**config.mk**
```make
export PLATFORM = sky130hd
export DESIGN_NAME = pll_drp_reconfig_seq_flat
export DESIGN_NICKNAME = d
export VERILOG_FILES = /design/src/rtl/pll_drp_reconfig_seq_if.sv /design/src/rtl/pll_drp_reconfig_seq.sv /design/src/flat_wrapper.sv
export SDC_FILE = /design/constraint.sdc
export NUM_CORES = 1
export LEC_CHECK = 0
export ABC_AREA = 1
export ABC_CLOCK_PERIOD_IN_PS = 4300
export CAP_MARGIN = 20
export CORE_ASPECT_RATIO = 1.75
export CORE_MARGIN = 2
export CORE_UTILIZATION = 65
export CTS_CLUSTER_SIZE = 28
export DETAILED_ROUTE_END_ITERATION = 8
export PLACE_DENSITY = 0.87
export SLEW_MARGIN = 20
export SYNTH_ARGS = -nofsm -noshare
export SYNTH_HDL_FRONTEND = slang
export SYNTH_SLANG_ARGS = --single-unit
export TNS_END_PERCENT = 10
```
**constraint.sdc**
```tcl
create_clock -name drp_clk -period 4.3 [get_ports drp_clk]
set_input_delay 0.86 -clock drp_clk [delete_from_list [all_inputs] [get_ports drp_clk]]
set_output_delay 0.86 -clock drp_clk [all_outputs]
set_load 0.005 [all_outputs]
```
**src/rtl/pll_drp_reconfig_seq_if.sv**
```systemverilog
// DRP bus between the reconfiguration sequencer (master) and the PLL
// wrapper's DRP port (slave).
//   drp_sel/drp_rd/drp_wr : one-cycle access strobes (master -> slave)
//   drp_addr/drp_wdata    : 8-bit address / write data, held until drp_rdy
//   drp_rdy/drp_err       : access completion and error (slave -> master)
//   drp_rdata             : 8-bit read data, valid with drp_rdy
interface pll_drp_reconfig_seq_if;
  logic       drp_sel;
  logic       drp_rd;
  logic       drp_wr;
  logic [7:0] drp_addr;
  logic [7:0] drp_wdata;
  logic       drp_rdy;
  logic       drp_err;
  logic [7:0] drp_rdata;

  modport master (
    output drp_sel, drp_rd, drp_wr, drp_addr, drp_wdata,
    input  drp_rdy, drp_err, drp_rdata
  );

  modport slave (
    input  drp_sel, drp_rd, drp_wr, drp_addr, drp_wdata,
    output drp_rdy, drp_err, drp_rdata
  );
endinterface

```
**src/rtl/pll_drp_reconfig_seq.sv**
```systemverilog
// PLL DRP reconfiguration sequencer.
// Applies one stored profile of {valid, addr, mask, data} entries to the PLL
// through its DRP port as masked read-modify-writes (plain writes when the
// mask is 8'hFF) while holding the PLL in reset, then releases reset and
// waits for lock with timeout and whole-sequence retry.
// Ports:
//   drp_clk, drp_rstn   : clock, asynchronous active-low reset
//   tbl_we/addr/data    : profile table write port (index = profile*ENTRIES+entry)
//   start, profile_sel  : sequence request and profile to apply
//   busy, done, err_code: status (0 OK, 1 DRP timeout, 2 drp_err, 3 lock fail,
//                         4 verify mismatch)
//   pll_rst, pll_lock   : PLL reset output, asynchronous lock input
//   locked              : synchronised lock, only while not busy
//   drp                 : DRP bus (master modport)
// Optional build macro: PLL_RECFG_VERIFY_EN adds a read-back check of every
// written entry (error code 4 on mismatch).
module pll_drp_reconfig_seq #(
  parameter int NUM_PROFILES = 4,
  parameter int ENTRIES      = 8,
  parameter int DRP_TIMEOUT  = 255,
  parameter int RST_HOLD     = 16,
  parameter int LOCK_TIMEOUT = 65535,
  parameter int MAX_RETRY    = 2,
  localparam int AW = (NUM_PROFILES * ENTRIES > 1) ? $clog2(NUM_PROFILES * ENTRIES) : 1,
  localparam int PW = (NUM_PROFILES > 1) ? $clog2(NUM_PROFILES) : 1
) (
  input  logic          drp_clk,
  input  logic          drp_rstn,
  input  logic          tbl_we,
  input  logic [AW-1:0] tbl_addr,
  input  logic [24:0]   tbl_data,
  input  logic          start,
  input  logic [PW-1:0] profile_sel,
  output logic          busy,
  output logic          done,
  output logic [2:0]    err_code,
  output logic          pll_rst,
  input  logic          pll_lock,
  output logic          locked,
  pll_drp_reconfig_seq_if.master drp
);

  localparam int NE = NUM_PROFILES * ENTRIES;
  localparam int EW = $clog2(ENTRIES + 1);
  localparam int RW = (MAX_RETRY > 0) ? $clog2(MAX_RETRY + 1) : 1;

  typedef enum logic [3:0] {
    S_IDLE, S_FETCH, S_RD_REQ, S_RD_WAIT, S_WR_REQ, S_WR_WAIT,
    S_VF_REQ, S_VF_WAIT, S_HOLD, S_LOCK_WAIT, S_DONE, S_FAIL
  } state_t;

  state_t        state;
  logic [24:0]   tbl [NE];
  logic [PW-1:0] prof;
  logic [EW-1:0] entry;
  logic [RW-1:0] retry;
  logic [31:0]   cnt;
  logic [7:0]    cur_mask;
  logic [7:0]    cur_data;
  logic          lock_meta;
  logic          lock_s;
  logic [AW-1:0] fetch_idx;
  logic [24:0]   fetch_word;
  logic [7:0]    rmw_data;

  // Profile table
  always_ff @(posedge drp_clk or negedge drp_rstn) begin
    if (!drp_rstn) begin
      for (int unsigned i = 0; i < NE; i++) tbl[AW'(i)] <= '0;
    end else if (tbl_we && (32'(tbl_addr) < 32'(NE))) begin
      tbl[tbl_addr] <= tbl_data;
    end
  end

  assign fetch_idx = AW'(32'(prof) * 32'(ENTRIES) + 32'(entry));

  always_comb begin
    fetch_word = '0;
    if (32'(fetch_idx) < 32'(NE)) fetch_word = tbl[fetch_idx];
  end

  assign rmw_data = (drp.drp_rdata & ~cur_mask) | (cur_data & cur_mask);

  // Lock synchroniser
  always_ff @(posedge drp_clk or negedge drp_rstn) begin
    if (!drp_rstn) begin
      lock_meta <= 1'b0;
      lock_s    <= 1'b0;
    end else begin
      lock_meta <= pll_lock;
      lock_s    <= lock_meta;
    end
  end

  assign locked = lock_s & ~busy;

  // Sequencer. Strobes are set on the transition into a *_REQ state so they
  // are high for exactly the REQ cycle; drp_rdy is only looked at in *_WAIT.
  always_ff @(posedge drp_clk or negedge drp_rstn) begin
    if (!drp_rstn) begin
      state         <= S_IDLE;
      prof          <= '0;
      entry         <= '0;
      retry         <= '0;
      cnt           <= '0;
      cur_mask      <= '0;
      cur_data      <= '0;
      busy          <= 1'b0;
      done          <= 1'b0;
      err_code      <= '0;
      pll_rst       <= 1'b1;
      drp.drp_sel   <= 1'b0;
      drp.drp_rd    <= 1'b0;
      drp.drp_wr    <= 1'b0;
      drp.drp_addr  <= '0;
      drp.drp_wdata <= '0;
    end else begin
      done        <= 1'b0;
      drp.drp_sel <= 1'b0;
      drp.drp_rd  <= 1'b0;
      drp.drp_wr  <= 1'b0;
      case (state)
        S_IDLE: begin
          if (start) begin
            prof     <= profile_sel;
            entry    <= '0;
            retry    <= '0;
            err_code <= '0;
            busy     <= 1'b1;
            pll_rst  <= 1'b1;
            state    <= S_FETCH;
          end
        end
        S_FETCH: begin
          if (entry == EW'(ENTRIES) || !fetch_word[24]) begin
            // HOLD counts from the last drp_rdy, two cycles back.
            cnt   <= 32'd2;
            state <= S_HOLD;
          end else begin
            drp.drp_addr <= fetch_word[23:16];
            cur_mask     <= fetch_word[15:8];
            cur_data     <= fetch_word[7:0];
            drp.drp_sel  <= 1'b1;
            if (fetch_word[15:8] == 8'hFF) begin
              drp.drp_wdata <= fetch_word[7:0];
              drp.drp_wr    <= 1'b1;
              state         <= S_WR_REQ;
            end else begin
              drp.drp_rd <= 1'b1;
              state      <= S_RD_REQ;
            end
          end
        end
        S_RD_REQ: begin
          cnt   <= '0;
          state <= S_RD_WAIT;
        end
        S_WR_REQ: begin
          cnt   <= '0;
          state <= S_WR_WAIT;
        end
        S_VF_REQ: begin
          cnt   <= '0;
          state <= S_VF_WAIT;
        end
        S_RD_WAIT, S_WR_WAIT, S_VF_WAIT: begin
          if (drp.drp_rdy) begin
            if (drp.drp_err) begin
              err_code <= 3'd2;
              done     <= 1'b1;
              state    <= S_FAIL;
            end else if (state == S_RD_WAIT) begin
              drp.drp_wdata <= rmw_data;
              drp.drp_sel   <= 1'b1;
              drp.drp_wr    <= 1'b1;
              state         <= S_WR_REQ;
`ifdef PLL_RECFG_VERIFY_EN
            end else if (state == S_WR_WAIT) begin
              drp.drp_sel <= 1'b1;
              drp.drp_rd  <= 1'b1;
              state       <= S_VF_REQ;
            end else if ((drp.drp_rdata & cur_mask) != (cur_data & cur_mask)) begin
              err_code <= 3'd4;
              done     <= 1'b1;
              state    <= S_FAIL;
`endif
            end else begin
              entry <= entry + EW'(1);
              state <= S_FETCH;
            end
          end else if (cnt == 32'(DRP_TIMEOUT - 1)) begin
            err_code <= 3'd1;
            done     <= 1'b1;
            state    <= S_FAIL;
          end else begin
            cnt <= cnt + 32'd1;
          end
        end
        S_HOLD: begin
          if (cnt + 32'd1 >= 32'(RST_HOLD)) begin
            pll_rst <= 1'b0;
            cnt     <= '0;
            state   <= S_LOCK_WAIT;
          end else begin
            cnt <= cnt + 32'd1;
          end
        end
        S_LOCK_WAIT: begin
          if (lock_s) begin
            err_code <= 3'd0;
            done     <= 1'b1;
            state    <= S_DONE;
          end else if (cnt == 32'(LOCK_TIMEOUT - 1)) begin
            pll_rst <= 1'b1;
            if (32'(retry) < 32'(MAX_RETRY)) begin
              retry <= retry + RW'(1);
              entry <= '0;
              state <= S_FETCH;
            end else begin
              err_code <= 3'd3;
              done     <= 1'b1;
              state    <= S_FAIL;
            end
          end else begin
            cnt <= cnt + 32'd1;
          end
        end
        S_DONE, S_FAIL: begin
          busy  <= 1'b0;
          state <= S_IDLE;
        end
        default: state <= S_IDLE;
      endcase
    end
  end

endmodule

```
**src/flat_wrapper.sv**
```systemverilog
// flat-port wrapper written by rule: the top's interface ports become plain ports
module pll_drp_reconfig_seq_flat 
#(
  parameter int NUM_PROFILES = 4,
  parameter int ENTRIES      = 8,
  parameter int DRP_TIMEOUT  = 255,
  parameter int RST_HOLD     = 16,
  parameter int LOCK_TIMEOUT = 65535,
  parameter int MAX_RETRY    = 2,
  localparam int AW = (NUM_PROFILES * ENTRIES > 1) ? $clog2(NUM_PROFILES * ENTRIES) : 1,
  localparam int PW = (NUM_PROFILES > 1) ? $clog2(NUM_PROFILES) : 1
)
  (drp_clk, drp_rstn, tbl_we, tbl_addr, tbl_data, start, profile_sel, busy, done, err_code, pll_rst, pll_lock, locked, drp_drp_sel, drp_drp_rd, drp_drp_wr, drp_drp_addr, drp_drp_wdata, drp_drp_rdy, drp_drp_err, drp_drp_rdata);
  pll_drp_reconfig_seq_if drp_i ();
  input  logic drp_clk;
  input  logic drp_rstn;
  input  logic tbl_we;
  input  logic [AW-1:0] tbl_addr;
  input  logic [24:0] tbl_data;
  input  logic start;
  input  logic [PW-1:0] profile_sel;
  output logic busy;
  output logic done;
  output logic [2:0] err_code;
  output logic pll_rst;
  input  logic pll_lock;
  output logic locked;
  output wire logic [$bits(drp_i.drp_sel)-1:0] drp_drp_sel;
  output wire logic [$bits(drp_i.drp_rd)-1:0] drp_drp_rd;
  output wire logic [$bits(drp_i.drp_wr)-1:0] drp_drp_wr;
  output wire logic [$bits(drp_i.drp_addr)-1:0] drp_drp_addr;
  output wire logic [$bits(drp_i.drp_wdata)-1:0] drp_drp_wdata;
  input wire logic [$bits(drp_i.drp_rdy)-1:0] drp_drp_rdy;
  input wire logic [$bits(drp_i.drp_err)-1:0] drp_drp_err;
  input wire logic [$bits(drp_i.drp_rdata)-1:0] drp_drp_rdata;
  assign drp_drp_sel = drp_i.drp_sel;
  assign drp_drp_rd = drp_i.drp_rd;
  assign drp_drp_wr = drp_i.drp_wr;
  assign drp_drp_addr = drp_i.drp_addr;
  assign drp_drp_wdata = drp_i.drp_wdata;
  assign drp_i.drp_rdy = drp_drp_rdy;
  assign drp_i.drp_err = drp_drp_err;
  assign drp_i.drp_rdata = drp_drp_rdata;
  pll_drp_reconfig_seq #(.NUM_PROFILES(NUM_PROFILES), .ENTRIES(ENTRIES), .DRP_TIMEOUT(DRP_TIMEOUT), .RST_HOLD(RST_HOLD), .LOCK_TIMEOUT(LOCK_TIMEOUT), .MAX_RETRY(MAX_RETRY)) u_core (.drp_clk(drp_clk), .drp_rstn(drp_rstn), .tbl_we(tbl_we), .tbl_addr(tbl_addr), .tbl_data(tbl_data), .start(start), .profile_sel(profile_sel), .busy(busy), .done(done), .err_code(err_code), .pll_rst(pll_rst), .pll_lock(pll_lock), .locked(locked), .drp(drp_i));
endmodule
```
# == Word level (Yosys, flattened, before mapping) ==
# Cells that the tools add are included.
# word_totals
input_bits,47
word_cells,201
out_inout_bits,26
regBits,887
# classes
n_reduce_logical,23
n_bitwise,9
n_lt_le_gt_ge,5
muxes,76
addsub,4
n_eq_ne,34
# ops
operator,n
800-bit bitwise mux,1
32-bit 2-to-1 mux,6
32-bit case mux with 5 select lines,1
25-bit binary-select mux with 5-bit select,1
25-bit demux with 5-bit select,1
25-bit 2-to-1 mux,3
4-bit 2-to-1 mux,16
8-bit 2-to-1 mux,5
"32-bit by 1-bit adder with 32-bit output, second input constant",1
"32-bit by 16-bit == test with 1-bit output, second input constant",1
"32-bit by 8-bit == test with 1-bit output, second input constant",1
"32-bit by 5-bit greater-or-equal comparator with 1-bit output, second input constant",1
4-bit case mux with 8 select lines,1
3-bit 2-to-1 mux,9
"4-bit == test, second input constant",5
1-bit 2-to-1 mux,19
"2-bit != test, second input constant",9
6-bit AND reduction,3
8-bit AND,2
"4-bit by 3-bit == test with 1-bit output, second input constant",4
8-bit case mux with 2 select lines,1
"6-bit greater-or-equal comparator, second input constant",2
"2-bit by 1-bit != test with 1-bit output, second input constant",6
5-bit inverter with 6-bit output,2
other kinds (34),50

# == Logic depth before layout (Yosys ltp) ==
# depth
ltp_word,9
ltp_mapped,19

# == Worst setup path before layout ==
# No wires, ideal clock.
# synth_timing
path_type,register -> register
from,reg u_core.entry[0]
to,reg u_core.cnt[23]
required_ns,4.170
arrival_ns,2.257
period_less_slack_ns,2.387
path_buffers,8
setup_slack_ns,1.913
stages_incl_launch_ff,17
cell_sequence,dfrtp_1 > buf_6 > inv_6 > buf_4 > buf_6 > buf_4 > buf_2 > buf_2 > ha_1 > nand3_1 > nand4_1 > nand2_2 > inv_2 > buf_4 > buf_6 > nand3_1 > o21ai_0
# synth_between
elab_chain_cells,9
elab_cells_between_ends,10
# synth_rtl
element,line_no,source
start: declaration,pll_drp_reconfig_seq.sv:55,logic [EW-1:0] entry;
start signal: assignment,pll_drp_reconfig_seq.sv:188,entry <= entry + EW'(1);
5-bit by 4-bit adder with 5-bit output,pll_drp_reconfig_seq.sv:75,assign fetch_idx = AW'(32'(prof) * 32'(ENTRIES) + 32'(entry));
5-bit inverter with 6-bit output (not written as such),pll_drp_reconfig_seq.sv:79,if (32'(fetch_idx) < 32'(NE)) fetch_word = tbl[fetch_idx];
25-bit binary-select mux with 5-bit select,pll_drp_reconfig_seq.sv:79,
25-bit 2-to-1 mux (not written as such) (2 in a row),pll_drp_reconfig_seq.sv:79,
1-bit logical NOT,pll_drp_reconfig_seq.sv:135,if (entry == EW'(ENTRIES) || !fetch_word[24]) begin
1-bit logical OR *,pll_drp_reconfig_seq.sv:135,
2-bit by 1-bit != test with 1-bit output (no source line) *,-,
6-bit AND reduction (no source line) *,-,
end signal: assignment,pll_drp_reconfig_seq.sv:196,cnt <= cnt + 32'd1;
end signal: assignment,pll_drp_reconfig_seq.sv:205,cnt <= cnt + 32'd1;
end signal: assignment,pll_drp_reconfig_seq.sv:225,cnt <= cnt + 32'd1;
end: declaration,pll_drp_reconfig_seq.sv:57,logic [31:0] cnt;
# Every way passes the cells marked *; elsewhere a longest branch is shown, timed or not. The select of a mux whose other input is x is not followed.
# A chain may end at the register's enable or synchronous reset.

# == Worst setup path in the final report ==
# layout_timing
from,reg u_core.entry[0]
to,reg u_core.state[2]
# layout_between
elab_chain_cells,9
elab_cells_between_ends,12
# layout_rtl
element,line_no,source
5-bit by 4-bit adder with 5-bit output,pll_drp_reconfig_seq.sv:75,
5-bit inverter with 6-bit output (not written as such),pll_drp_reconfig_seq.sv:79,
25-bit binary-select mux with 5-bit select,pll_drp_reconfig_seq.sv:79,
25-bit 2-to-1 mux (not written as such) (2 in a row),pll_drp_reconfig_seq.sv:79,
8-bit == test / 1-bit logical NOT (equally long branches),"pll_drp_reconfig_seq.sv:144, pll_drp_reconfig_seq.sv:135",
3-bit 2-to-1 mux / 1-bit logical OR (equally long branches),"pll_drp_reconfig_seq.sv:144, pll_drp_reconfig_seq.sv:135",
4-bit 2-to-1 mux *,pll_drp_reconfig_seq.sv:135,
4-bit case mux with 8 select lines *,pll_drp_reconfig_seq.sv:122,case (state)
end signal: assignment,pll_drp_reconfig_seq.sv:138,state <= S_HOLD;
end signal: assignment,pll_drp_reconfig_seq.sv:147,state <= S_WR_REQ;
end signal: assignment,pll_drp_reconfig_seq.sv:150,state <= S_RD_REQ;
end: declaration,pll_drp_reconfig_seq.sv:52,state_t state;
# Marked as above.

==> metrics.md <==
| Metric | Value |
|---|---|
| Worst-Skew Late Latency | 0.65 ns |
| Final setup viols | 0 |
| Final net count | 4892 |
| Number of diodes | 0 |
| Hold WC Path Type | in -> async |
| Clock Path Buffers | 3 |
| Final HPWL from detailed placement | 73240 um |
| Final min period | 3.376 ns |
| Max incr delay on CP | 0.66 ns |
| Synth-to-layout area growth | 8.749% |
| Largest family of logic cells by synthesized area | simple AND/OR/NAND/NOR gates |
| Commonest non-fill, non-tap cell in the layout | nand2_1 |
| Skew final | 0.03684 ns |
| PwrDens | 576.6 nW/um2 |
| Floorplan core area | 62220 um2 |
| Clock power share | 27.9% |
| Total CTS buffers | 79 |
| Postcts setup bufs | 0 |
| Total number of vias | 37230 |
| Post-synth top area share | 54.14% |
| Multi-input gate area | 16420 um2 |
| Antenna violations before repair | 1 |
| Total negative slack | 0 ns |
| WL/cell | 22.15 um |
| Commonest non-fill, non-tap cells in the layout | 1313 x nand2_1, 1002 x o21ai_0, 882 x dfrtp_1 |
| All-Layer GR Usage | 38.82% |
| Worst path depth | 16 |
| RSZ-0062 raised after global routing | no |
| M3 GR Usage | 8.195% |
| Post-synth EDFFs | 0 |
| Routed Antenna Nets | 0 |
| Net Sw Frac | 36.35% |
| Register Area | 22180 um2 |
| Synth Cell Area | 40900 um2 |
| Main synth FF type | dfrtp_1 |
| Reg2Reg Depth | 16 |
| FF+latch count, synth | 886 |
| CTS Root Cell | clkbuf_16 |
| Outcome | complete, no violations |
| Max Freq | 296.2 MHz |
| Routing usage on met2 | 62.37% |
| Slew margin rel. | 27.64% |
| Post-synthesis mux area share | 0.2600% |
| Share of cells above drive strength 1 | 6.348% |
| Asr flop ratio synth | 100.0% |
| Die area | 65030 um2 |
| Worst setup path category | reg -> reg |
| Yosys cell types | 49 |
| Initial DRC count | 5271 |
| Initial core utilization | 65.73% |
| Post-Layout Inst Area | 44480 um2 |
| Avg Cell Area, Syn | 8.174 um2 |
| Vias in the first global route | 36660 |
| Compound-cell area share of the yosys netlist | 17.85% |
| Top area cells in the synthesized netlist | dfrtp_1 54%, nand2_1 12%, o21ai_0 12%, nor2_1 4.1%, nand3_1 4.1% |
| Largest net degree at the start of global routing | 128 |
| Post-synthesis instance total | 5004 |
| Die width | 193.6 um |
| Filler cells | 4464 |
| Yosys warnings | 0 |
| Adder-cell share of the synthesized area | 0.1530% |
| Total placed instance area | 41900 um2 |
| Leak pwr | 20.43 nW |
| Grt total ovfl | 0 |
| Reg clk slew, reported paths | 0.07 ns |
| Cell taking the most area after synthesis | dfrtp_1 |
| M1 GR Usage | 46.50% |
| Hold_buf cts | 0 |
| Internal power | 0.01633 W |
| Sequential fraction of the synthesis area | 54.21% |
| Critical Path RT | 4.88 ns |
| Critical Path Start Type | register |
| Die H | 335.8 um |
| Critical path arrival | 3.96 ns |
| Largest delay contributor family on the critical path | simple AND/OR/NAND/NOR gates |
| Crit path max-delay cell type | dfrtp_4 |
| Fin crit share | 78.52% |
| Most used cell, CP | nand2_1 |
| Combinational power share | 28.9% |
| Clk sinks | 886 |
| Post-CTS Resized | 0 |
| Critical path capture point type | register |
| Placed cells | 5558 |
| Port buffer count | 71 |
| Post-route DRC | 0 |
| Buf+Inv Stages, Crit Path | 3 |
| Pins over their slew limit | 0 |
| TritonCTS clock tree | built |
| Least-Margin Pin Slew | 1.079 ns |
| Synth Area in Simple Gates | 21.44% |
| Cells along the critical path | clkinv_8 > buf_4 > nand2_1 > nand3_1 > nand3_1 > nand2_1 > nand2_1 > nand2_1 > nand2_1 > nand2_1 > nand2_1 > nor2_2 > nand3_4 > nand2_4 > inv_2 > nand3_1 |
| First-pass GRT wire length | 198000 um |
| Layout Cells excl Fill | 5698 |
| Post-Route WL | 126200 um |
| CTS H-tree depth | 3 |
| Drt first pass iters | 8 |
| Synth Area in XOR/XNOR | 0.1499% |
| CP max FO | 127 |
| Post-Syn Nets | 5056 |
| Flop pwr share | 43.2% |
| Row cnt | 121 |
| Gr busiest metal | met2 |
| Num ports | 73 |
| Via density | 6.534 |
| Sw power | 0.009322 W |
| Count of final hold-check violations | 0 |
| Peak supply drop | 0.0004142 V |
| Max_cap viols | 0 |
| GP Congestion | 1.008 |
sequential cells by signal, indices dropped and copies added (netlist names):
signal and flops:
u_core.drp.drp_sel 1, u_core.state 4, u_core.err_code 2, u_core.entry 4, u_core.cur_data 8, u_core.tbl 800
u_core.drp.drp_addr 8, u_core.pll_rst 1, u_core.prof 2, u_core.drp.drp_rd 1, u_core.lock_meta 1, u_core.lock_s 1
u_core.done 1, u_core.drp.drp_wr 1, u_core.retry 2, u_core.cur_mask 8, u_core.cnt 32, u_core.drp.drp_wdata 8
u_core.busy 1
final timing paths:
path / startpoint / end / slack, ns
hold / removal: drp_rstn / u_core.tbl[701] / 0.24
max in group asynchronous: drp_rstn / u_core.tbl[685] / 2.89
hold reg to reg: u_core.lock_meta / u_core.lock_s / 0.39
min in group drp_clk: u_core.lock_meta / u_core.lock_s / 0.39
setup / recovery: u_core.entry[0] / u_core.state[2] / 0.92
setup reg to reg: u_core.entry[0] / u_core.state[2] / 0.92
Yosys cell counts (4+ instances only):
| cell type | count |
|---|---|
| o21ai_1 | 14 |
| o211ai_1 | 66 |
| inv_1 | 136 |
| inv_2 | 4 |
| nand2_1 | 1340 |
| xor2_1 | 5 |
| buf_6 | 13 |
| nor2_1 | 447 |
| nor3_1 | 13 |
| o31ai_1 | 15 |
| a31oi_1 | 8 |
| buf_4 | 29 |
| o21a_1 | 5 |
| ha_1 | 5 |
| buf_2 | 62 |
| buf_1 | 15 |
| a21oi_1 | 129 |
| mux2i_1 | 5 |
| nand4_1 | 13 |
| nand2_2 | 4 |
| o21bai_1 | 4 |
| o22ai_1 | 46 |
| o21ai_0 | 1002 |
| nand3_1 | 335 |
| mux2_2 | 5 |
| o221ai_1 | 61 |
| dfrtp_1 | 885 |
| nor2_2 | 10 |
| clkbuf_1 | 302 |
logic make-up (layout without fill, tap and decap cells):
| kind of cell | after synthesis | in the layout |
|---|---|---|
| buf+inv | 565 | 460 |
| other cells | 1 | 1 |
| compound gates | 1353 | 1353 |
| flops | 886 | 886 |
| simple gates | 2177 | 2177 |
| mux | 10 | 10 |
| xor+xnor | 7 | 7 |
| fa+ha+maj | 5 | 5 |
cell type report:
type	count	share of cell area [%]
Clock buffer	109	5.153
Clock inverter	31	0.6554
Inverter	143	1.246
Multi-Input combinational cell	3553	36.92
Sequential cell	886	49.87
Tap cell	799	2.248
Timing Repair Buffer	177	3.904
layer usage:
layer | vias up | share of wire (%)
li1 | 16300 | -
met5 | - | 0.010
met4 | 2 | 7.8
met3 | 642 | 11
met2 | 2581 | 47
met1 | 17700 | 35
stage by stage:
stage	util, %	worst slack (ns)	total power (W)	hold slack (ns)
after global routing	71.48	0.7456	0.02685	0.3453
final	71.48	0.9235	0.02565	0.2396
after global placement	67.33	0.9387	0.01798	0.3729
after CTS	71.48	0.9816	0.02541	0.3102
after detailed placement	67.33	0.9025	0.01824	0.3524
after floorplan	-	1.913	0.01589	0.3312
worst register-to-register path, cell delays in order, from the launching register on:
cell,delay [ns]
dfrtp_4,0.66
clkinv_8,0.42
buf_4,0.54
nand2_1,0.16
nand3_1,0.11
nand3_1,0.08
nand2_1,0.12
nand2_1,0.06
nand2_1,0.08
nand2_1,0.07
nand2_1,0.07
nand2_1,0.13
nor2_2,0.20
nand3_4,0.22
nand2_4,0.21
inv_2,0.11
nand3_1,0.08
power by group through the flow:
| stage | Sequential (W) | Combinational, W | Clock (W) |
|---|---|---|---|
| final | 0.0111 | 0.00741 | 0.00717 |
| after global placement | 0.0111 | 0.00690 | 0 |
| after floorplan | 0.0108 | 0.00510 | 0 |
| after detailed placement | 0.0111 | 0.00711 | 0 |
| after CTS | 0.0110 | 0.00722 | 0.00718 |
| after global routing | 0.0112 | 0.00814 | 0.00750 |
(Power assumes the default switching activity.)
